===== config.mk =====
export PLATFORM = sky130hd
export DESIGN_NAME = clock_forward_tx
export DESIGN_NICKNAME = d
export VERILOG_FILES = /design/src/rtl/clock_forward_pkg.sv /design/src/rtl/clock_forward_div.sv /design/src/rtl/clock_forward_tx.sv
export SDC_FILE = /design/constraint.sdc
export NUM_CORES = 1
export LEC_CHECK = 0
export ABC_AREA = 1
export BUFFER_PORTS_ARGS = -buffer_cell sky130_fd_sc_hd__buf_4
export CAP_MARGIN = 10
export CORE_ASPECT_RATIO = 0.6
export CORE_MARGIN = 2
export CORE_UTILIZATION = 25
export CTS_CLUSTER_DIAMETER = 150
export CTS_CLUSTER_SIZE = 24
export DETAILED_ROUTE_END_ITERATION = 16
export GPL_TIMING_DRIVEN = 0
export REMOVE_ABC_BUFFERS = 1
export SETUP_SLACK_MARGIN = 0.2
export SLEW_MARGIN = 20
export SYNTH_ARGS = -nofsm -noshare
export SYNTH_HDL_FRONTEND = slang
export SYNTH_HIERARCHICAL = 1
export SYNTH_SLANG_ARGS = --single-unit

===== constraint.sdc =====
create_clock -name clk_in -period 5.1 [get_ports clk_in]
set_input_delay 0.51 -clock clk_in [delete_from_list [all_inputs] [get_ports clk_in]]
set_output_delay 0.51 -clock clk_in [all_outputs]
set_load 0.02 [all_outputs]

===== src/rtl/clock_forward_pkg.sv =====
// Shared types and sizing helpers for the clock_forward transmitter.
package clock_forward_pkg;

  typedef enum logic [1:0] {
    IDLE  = 2'd0,
    SHIFT = 2'd1,
    GAP   = 2'd2
  } state_e;

  // bit_cnt must hold 0..n.
  function automatic int bit_cnt_w(input int n);
    return (n < 1) ? 1 : $clog2(n + 1);
  endfunction

  // Counter that runs 0..h-1; never narrower than one bit.
  function automatic int div_cnt_w(input int h);
    return (h <= 1) ? 1 : $clog2(h);
  endfunction

  // Even parity over a zero-extended word.
  function automatic logic even_parity(input logic [63:0] v);
    return ^v;
  endfunction

endpackage


===== src/rtl/clock_forward_div.sv =====
// Half-period divider: single-cycle rise/fall ticks every HALF_DIV enabled cycles.
module clock_forward_div
  import clock_forward_pkg::*;
#(
  parameter int HALF_DIV = 2
) (
  input  logic clk_in,
  input  logic reset,
  input  logic en,
  input  logic clr,
  output logic rise_tick,
  output logic fall_tick
);

  localparam int            DW     = div_cnt_w(HALF_DIV);
  localparam logic [DW-1:0] DIV_TC = DW'(HALF_DIV - 1);

  logic [DW-1:0] div_cnt_q, div_cnt_d;
  logic          ph_q, ph_d;
  logic          tc;

  always_comb begin
    tc        = en && (div_cnt_q == DIV_TC);
    div_cnt_d = div_cnt_q;
    ph_d      = ph_q;
    if (clr) begin
      div_cnt_d = '0;
      ph_d      = 1'b0;
    end else if (en) begin
      if (tc) begin
        div_cnt_d = '0;
        ph_d      = ~ph_q;
      end else begin
        div_cnt_d = div_cnt_q + 1'b1;
      end
    end
  end

  // ph_q tracks the forwarded clock level, so the tick direction follows it.
  assign rise_tick = tc && !ph_q;
  assign fall_tick = tc &&  ph_q;

  always_ff @(posedge clk_in) begin
    if (reset) begin
      div_cnt_q <= '0;
      ph_q      <= 1'b0;
    end else begin
      div_cnt_q <= div_cnt_d;
      ph_q      <= ph_d;
    end
  end

endmodule


===== src/rtl/clock_forward_tx.sv =====
// Source-synchronous serializer: forwarded ser_clk plus MSB-first ser_dat.
// Define PARITY_EN to append an even-parity bit after the LSB.
module clock_forward_tx
  import clock_forward_pkg::*;
#(
  parameter int DATA_WIDTH = 8,
  parameter int HALF_DIV   = 2
) (
  input  logic                  clk_in,
  input  logic                  reset,
  input  logic [DATA_WIDTH-1:0] tx_data,
  input  logic                  tx_valid,
  output logic                  tx_ready,
  output logic                  ser_clk,
  output logic                  ser_dat,
  output logic                  busy
);

`ifdef PARITY_EN
  localparam int FRAME_W = DATA_WIDTH + 1;
`else
  localparam int FRAME_W = DATA_WIDTH;
`endif
  localparam int            BW     = bit_cnt_w(FRAME_W);
  localparam int            GW     = div_cnt_w(2 * HALF_DIV);
  localparam logic [BW-1:0] BIT_TC = BW'(FRAME_W - 1);
  localparam logic [GW-1:0] GAP_TC = GW'(2 * HALF_DIV - 1);

  state_e               state_q, state_d;
  logic [FRAME_W-1:0]   sh_q, sh_d, frame;
  logic [BW-1:0]        bit_cnt_q, bit_cnt_d;
  logic [GW-1:0]        gap_cnt_q, gap_cnt_d;
  logic                 tx_ready_q, tx_ready_d;
  logic                 ser_clk_q, ser_clk_d;
  logic                 ser_dat_q, ser_dat_d;
  logic                 busy_q, busy_d;
  logic                 div_clr, rise_tick, fall_tick;

`ifdef PARITY_EN
  assign frame = {tx_data, even_parity(64'(tx_data))};
`else
  assign frame = tx_data;
`endif

  clock_forward_div #(.HALF_DIV(HALF_DIV)) u_div (
    .clk_in    (clk_in),
    .reset     (reset),
    .en        (state_q == SHIFT),
    .clr       (div_clr),
    .rise_tick (rise_tick),
    .fall_tick (fall_tick)
  );

  always_comb begin
    state_d    = state_q;
    sh_d       = sh_q;
    bit_cnt_d  = bit_cnt_q;
    gap_cnt_d  = gap_cnt_q;
    tx_ready_d = tx_ready_q;
    ser_clk_d  = ser_clk_q;
    ser_dat_d  = ser_dat_q;
    busy_d     = busy_q;
    div_clr    = 1'b0;
    case (state_q)
      IDLE: begin
        if (tx_valid && tx_ready_q) begin
          state_d    = SHIFT;
          sh_d       = frame;
          bit_cnt_d  = '0;
          ser_dat_d  = frame[FRAME_W-1];
          tx_ready_d = 1'b0;
          busy_d     = 1'b1;
          div_clr    = 1'b1;
        end
      end
      SHIFT: begin
        if (rise_tick) begin
          ser_clk_d = 1'b1;
        end else if (fall_tick) begin
          ser_clk_d = 1'b0;
          if (bit_cnt_q == BIT_TC) begin
            ser_dat_d = 1'b0;
            gap_cnt_d = '0;
            state_d   = GAP;
            div_clr   = 1'b1;
          end else begin
            // Data moves on the falling edge so it is stable at the next rise.
            sh_d      = sh_q << 1;
            ser_dat_d = sh_d[FRAME_W-1];
            bit_cnt_d = bit_cnt_q + 1'b1;
          end
        end
      end
      GAP: begin
        if (gap_cnt_q == GAP_TC) begin
          state_d    = IDLE;
          tx_ready_d = 1'b1;
          busy_d     = 1'b0;
        end else begin
          gap_cnt_d = gap_cnt_q + 1'b1;
        end
      end
      default: begin
        state_d    = IDLE;
        tx_ready_d = 1'b1;
        ser_clk_d  = 1'b0;
        ser_dat_d  = 1'b0;
        busy_d     = 1'b0;
      end
    endcase
  end

  always_ff @(posedge clk_in) begin
    if (reset) begin
      state_q    <= IDLE;
      sh_q       <= '0;
      bit_cnt_q  <= '0;
      gap_cnt_q  <= '0;
      tx_ready_q <= 1'b1;
      ser_clk_q  <= 1'b0;
      ser_dat_q  <= 1'b0;
      busy_q     <= 1'b0;
    end else begin
      state_q    <= state_d;
      sh_q       <= sh_d;
      bit_cnt_q  <= bit_cnt_d;
      gap_cnt_q  <= gap_cnt_d;
      tx_ready_q <= tx_ready_d;
      ser_clk_q  <= ser_clk_d;
      ser_dat_q  <= ser_dat_d;
      busy_q     <= busy_d;
    end
  end

  assign tx_ready = tx_ready_q;
  assign ser_clk  = ser_clk_q;
  assign ser_dat  = ser_dat_q;
  assign busy     = busy_q;

endmodule


==> results of run 1 <==
cell usage in the layout, fill, tap and decap left out, drive strengths merged:
master	instances
xnor2	1
nor2	35
nand4	3
buf	14
nand2	49
nand3	7
clkbuf	3
clkinvlp	1
a21oi	8
inv	12
o31ai	1
o21ai	13
dfxtp	21
ha	2
final cells by class:
type	count	share of cell area [%]
multi-input cells	119	43.89
flip-flops and latches	21	34.78
repair buffers	14	8.696
well taps	47	4.865
inverters	12	3.727
clock buffers	3	3.416
clock inverters	1	0.6211
where the power goes:
| part | switching [mW] | internal (mW) | leakage, nW | total [mW] |
|---|---|---|---|---|
| sequential | 0.00967 | 0.178 | 0.172 | 0.188 |
| combinational | 0.0468 | 0.0273 | 0.367 | 0.0741 |
| clock | 0.0571 | 0.0552 | 0.0217 | 0.112 |
layer usage:
layer,up-vias,track usage [%],routed length [microns]
li1,521,-,-
met1,399,17.26,1258
met2,20,12.79,793
met3,4,4.368,140
met4,0,3.906,29
met5,-,0,0
worst min-delay path, delay by kind of cell (launching register included):
family	cells	cell delay, ns
DFF	1	0.32
AOI/OAI and AO/OA	1	0.05
and+or+nand+nor	1	0.06
state kept, by name, summed over array words and instances (netlist names):
signal	cells
sh_q	7
bit_cnt_q	4
gap_cnt_q	2
state_q	2
busy	1
ser_clk	1
ser_dat	1
tx_ready	1
u_div/div_cnt_q	1
u_div/ph_q	1
worst max path at each step:
stage,slack (ns),cells after the start,to,start
after floorplan,3.43,9,bit_cnt_q[3]$_SDFFE_PP0P_,state_q[0]$_SDFFE_PP0P_
final,2.93,9,sh_q[2]$_SDFFE_PP0P_,state_q[0]$_SDFFE_PP0P_
after detailed placement,2.95,9,sh_q[2]$_SDFFE_PP0P_,state_q[0]$_SDFFE_PP0P_
after global placement,2.98,9,bit_cnt_q[3]$_SDFFE_PP0P_,state_q[0]$_SDFFE_PP0P_
after CTS,2.93,9,sh_q[2]$_SDFFE_PP0P_,state_q[0]$_SDFFE_PP0P_
after global routing,2.64,9,sh_q[6]$_SDFFE_PP0P_,state_q[0]$_SDFFE_PP0P_
cell families after synthesis:
family	count (synthesis)
AOI/OAI and AO/OA	22
xor gates and xnor gates	1
adders and majority gates	2
buffers and inverters	16
DFF	21
and+or+nand+nor	94
per-stage QoR:
step	instances	setup slack, ns
2_1_floorplan	152	3.432
3_3_place_gp	213	2.985
3_5_place_dp	213	2.954
4_1_cts	217	2.927
5_1_grt	217	2.644
6_report	217	2.931
==> metrics, run 1 <==
global-route wire length before repair 3836 microns; area enclosed by the die boundary 4607 sq um; maximum number of pins on one net before global-route repair 20; average wire length per cell after detail routing 10.24 microns; share of the synthesized area in the top cell type 41.38%; routed wire length 2222 microns; total routing usage reported by global routing 11.09%; end point of the worst hold path sh_q[0]$_SDFFE_PP0P_; Root Buffer Master sky130_fd_sc_hd__clkbuf_8; highest attainable clock frequency 461.1 MHz; worst path cell trace inv_2 > nor2_4 > nand3_1 > inv_1 > nand2_1 > nand2_2 > nand4_1 > o21ai_0 > nor2_1; worst hold path depth 2; Largest delay share family, worst path simple AND/OR/NAND/NOR gates; placed cell area 1160 sq um; share of synthesized area occupied by flip-flops and latches 41.38%; Slew Limit Headroom 69.63%; setup-violating endpoint count in the final report 0; fraction of layout instances using a drive strength above 1 13.53%; Compound-Gate Fraction of Synth Area 11.08%; category of the critical setup timing path reg2reg; multi-input gate area in the final layout 530.5 sq um; MaxCap Viol Count 0; endpoint kind of the worst setup timing path flop; Diodes inserted 0; mean instance size in the synthesized netlist 6.513 sq um; Skew-Pair Late Insertion Delay 0.26 ns; synthesized-area fraction occupied by xor and xnor cells 0.8621%; setup repair after global routing missed its margin no; final setup skew 0.005612 ns; Final Hold Slack 0.4676 ns; count of flip-flops with a built-in enable after synthesis 0; final critical delay including setup and external delays 2.169 ns; Finished Cell Area 1209 sq um; number of distinct library cells after synthesis 19; leading post-synthesis cells by instance count sky130_fd_sc_hd__nand2_1, sky130_fd_sc_hd__nor2_1, sky130_fd_sc_hd__dfxtp_1; simple logic cell fraction of the synthesized area 37.81%; number of core rows 17; count of fill cells added during filler insertion 434; Max clock buf depth 2; largest fanout on the critical path 19; CTS clock-pin slew for the worst setup and hold paths 0.08 ns; final count of pins violating max slew 0; worst hold path class reg2reg; count of buffering cells on the critical path with inverters included 2; hpwl dp 1652 microns; Final Hold Vio Count 0; largest cells by area after synthesis sky130_fd_sc_hd__dfxtp_1, sky130_fd_sc_hd__nand2_1, sky130_fd_sc_hd__nor2_1, sky130_fd_sc_hd__o21ai_0, sky130_fd_sc_hd__inv_1; starting density of the core 26.83%; count of input and output buffers 14; overall power of the completed layout 374.2 uW; Die Height 53.38 microns; reg-to-reg critical path startpoint state_q[0]$_SDFFE_PP0P_; placeable core area 3786 sq um; result of the run finished clean; final setup TNS 0 ns; Syn-to-layout area delta 18.97%; DRC violation total after the first TritonRoute iteration 39; multiplexer share of the synthesized area 0%; data required time of the critical path 5.26 ns; final worst-path cycle share 42.52%; maximum cell stage delay along the critical path 0.42 ns; biggest area consumer among synthesized cells sky130_fd_sc_hd__dfxtp_1; total clock sinks 21; top_reg_cell synth sky130_fd_sc_hd__dfxtp_1; most instantiated library cell after synthesis sky130_fd_sc_hd__nand2_1; CTS Buf Count 3; Reg-to-Reg End sh_q[2]$_SDFFE_PP0P_; die width 86.30 microns; slew at the pin closest to its max-slew limit 0.4542 ns; DRC violation count after routing 0; number of global-route vias before repair 798; post-CTS setup-driven buffer insertion count 0; CTS H-Tree Depth 1; final design utilization 31.92%; Max VDD drop 0.0001095 V; reported leakage power 0.5612 nW; combinational family with the most area after synthesis simple AND/OR/NAND/NOR gates; register area 420.4 sq um; number of buffers inserted by hold repair at cts 0; data arrival time of the worst path 2.33 ns; post-synthesis register bit count 21; number of iterations in the first detailed-routing pass 4; top-level I/O count 15; DR vias/cell 4.350; post-route ant nets 0; total number of nets in the final design 184; worst reg-to-reg path cell count 9; worst setup slack for register-to-register paths 2.93 ns; Post-Synth Adder-Cell Area 2.463%; total congestion overflow 0; power per cell area 309.6 nW/um^2; final weighted congestion in routability-driven placement 0.7386; synthesized netlist cell count 156; number of warnings issued by yosys 6; sort of element at the start of the critical path flop; ys async rst share 0%; Worst Min Path Start sh_q[0]$_SDFFE_PP0P_; total via count after detailed routing 944; Cell Area, Synth 1016 sq um; antenna violations before repair 0; cell with the biggest individual delay on the critical path sky130_fd_sc_hd__dfxtp_1; number of gates given a new drive strength after cts 0; TritonCTS clock tree done
(Power assumes the default switching activity.)
==> run 2, diff against run 1 <==
clock period = 2.3 ns   (was 5.1 ns; I/O delays follow)
==> metrics, run 2 (synthesized netlist as in run 1, its figures left out) <==
category of the critical setup timing path reg2reg; count of fill cells added during filler insertion 436 (+0.46%); final design utilization 32.32% (+0.40 points); average wire length per cell after detail routing 10.39 microns (+1.5%); data arrival time of the worst path 1.88 ns (-0.45 ns); fraction of layout instances using a drive strength above 1 14.53% (+1.0 points); Final Hold Vio Count 0 (unchanged); starting density of the core 26.83% (unchanged); global-route wire length before repair 3905 microns (+1.8%); Max VDD drop 0.0002419 V (+120%); placeable core area 3786 sq um (unchanged); routed wire length 2276 microns (+2.4%); number of iterations in the first detailed-routing pass 4 (unchanged); setup repair after global routing missed its margin no; final critical delay including setup and external delays 1.677 ns (-0.4917 ns); endpoint kind of the worst setup timing path flop; CTS Buf Count 3 (unchanged); multi-input gate area in the final layout 530.5 sq um (unchanged); TritonCTS clock tree done; area enclosed by the die boundary 4607 sq um (unchanged); largest fanout on the critical path 11 (-8); Root Buffer Master sky130_fd_sc_hd__clkbuf_8; final setup skew 0.007460 ns (+0.001848 ns); commonest cells after routing, fill and taps aside sky130_fd_sc_hd__nand2_1, sky130_fd_sc_hd__nor2_1, sky130_fd_sc_hd__dfxtp_1, sky130_fd_sc_hd__buf_4, sky130_fd_sc_hd__o21ai_0; total clock sinks 21 (unchanged); DRC violation count after routing 0 (unchanged); CTS clock-pin slew for the worst setup and hold paths 0.08 ns (about the same); hpwl dp 1652 microns (unchanged); slew at the pin closest to its max-slew limit 0.3350 ns (-0.1192 ns); Die Height 53.38 microns (unchanged); worst hold path class in2reg; DR vias/cell 4.338 (-0.28%); final worst-path cycle share 72.91% (+30 points); Diodes inserted 0 (unchanged); data required time of the critical path 2.51 ns (-2.75 ns); total routing usage reported by global routing 11.30% (+0.20 points); overall power of the completed layout 840.2 uW (+120%); total number of nets in the final design 186 (+1.1%); CTS H-Tree Depth 1 (unchanged); most common cell after layout, fill and taps aside sky130_fd_sc_hd__nand2_1; DRC violation total after the first TritonRoute iteration 53 (+36%); power per cell area 686.6 nW/um^2 (+120%); die width 86.30 microns (unchanged); final weighted congestion in routability-driven placement 0.7386 (unchanged); Syn-to-layout area delta 20.44%; number of buffers inserted by hold repair at cts 0 (unchanged); non-filler cells in the finished layout 219 (+0.92%); Slew Limit Headroom 77.64% (+8.0 points); number of core rows 17 (unchanged); count of input and output buffers 14 (unchanged); number of global-route vias before repair 811 (+1.6%); Final Hold Slack 0.2148 ns (-0.2528 ns); maximum number of pins on one net before global-route repair 20 (unchanged); post-route ant nets 0 (unchanged); final setup TNS 0 ns (unchanged); Placed Instances 213 (unchanged); setup-violating endpoint count in the final report 0 (unchanged); registers with the highest flip-flop counts sh_q (7), bit_cnt_q (4); register area 420.4 sq um (unchanged); total via count after detailed routing 950 (+0.64%); final count of pins violating max slew 0 (unchanged); antenna violations before repair 0 (unchanged); highest attainable clock frequency 596.3 MHz (+29%); result of the run finished clean; top-level I/O count 15 (unchanged); Max clock buf depth 2 (unchanged); MaxCap Viol Count 0 (unchanged); number of flip-flops in the largest register 7 (unchanged); sort of element at the start of the critical path flop; reported leakage power 0.5699 nW (+1.6%); Largest Register sh_q; total congestion overflow 0 (unchanged); Skew-Pair Late Insertion Delay 0.27 ns (about the same)
run 2: worst max-delay path: stages, from the launching register on:
cell                      delay [ns]
sky130_fd_sc_hd__dfxtp_1        0.42
sky130_fd_sc_hd__inv_2          0.07
sky130_fd_sc_hd__nor2_4         0.15
sky130_fd_sc_hd__nand2_1        0.09
sky130_fd_sc_hd__nor2_1         0.17
sky130_fd_sc_hd__inv_1          0.06
sky130_fd_sc_hd__nand2_1        0.10
sky130_fd_sc_hd__nand2_2        0.09
sky130_fd_sc_hd__nand4_1        0.09
sky130_fd_sc_hd__buf_4          0.18
sky130_fd_sc_hd__o21ai_0        0.09
sky130_fd_sc_hd__nor2_1         0.11
run 2: metrics by stage:
step                area [sq um]  setup WS [ns]
finish                      1224         0.6230
global route                1224         0.4177
CTS                         1216         0.3554
detailed placement          1160         0.1540
global placement            1160         0.1846
floorplan                  996.0         0.6315
run 2: layout make-up:
class                      instances  share of cell area (%)
inverter                          12                   3.681
clock buffer                       3                   3.374
timing repair buffer              16                   9.816
multi-input combinational        119                   43.35
clock inverter                     1                  0.6135
sequential                        21                   34.36
tap                               47                   4.806
run 2: layer usage:
layer	part of all wire, %	vias to the layer above	track usage [%]	routed length, microns
met5	0	-	0	0
li1	-	523	-	-
met1	57	407	16.98	1301
met4	1.3	0	3.906	29
met3	4.7	4	4.992	107
met2	37	16	13.44	837
run 2: timing repair:
| action | CTS | global route |
|---|---|---|
| pin swaps | 1 | 1 |
| gates cloned | 0 | 0 |
| gates resized for setup | 0 | 0 |
| endpoints found under the setup margin | 8 | 15 |
| buffers inserted | 1 | 1 |
run 2: worst paths after layout:
check                           from                   end  slack, ns  cells past startpoint
min reg2reg     sh_q[0]$_SDFFE_PP0P_  sh_q[0]$_SDFFE_PP0P_       0.47                      2
max          state_q[0]$_SDFFE_PP0P_  sh_q[2]$_SDFFE_PP0P_       0.62                     11
max reg2reg  state_q[0]$_SDFFE_PP0P_  sh_q[2]$_SDFFE_PP0P_       0.62                     11
min                            reset  sh_q[0]$_SDFFE_PP0P_       0.21                      2
run 2: where the power goes:
| part | internal, mW | switching, mW |
|---|---|---|
| Sequential | 0.395 | 0.0214 |
| Clock | 0.123 | 0.127 |
| Combinational | 0.0673 | 0.107 |
| Total | 0.585 | 0.255 |
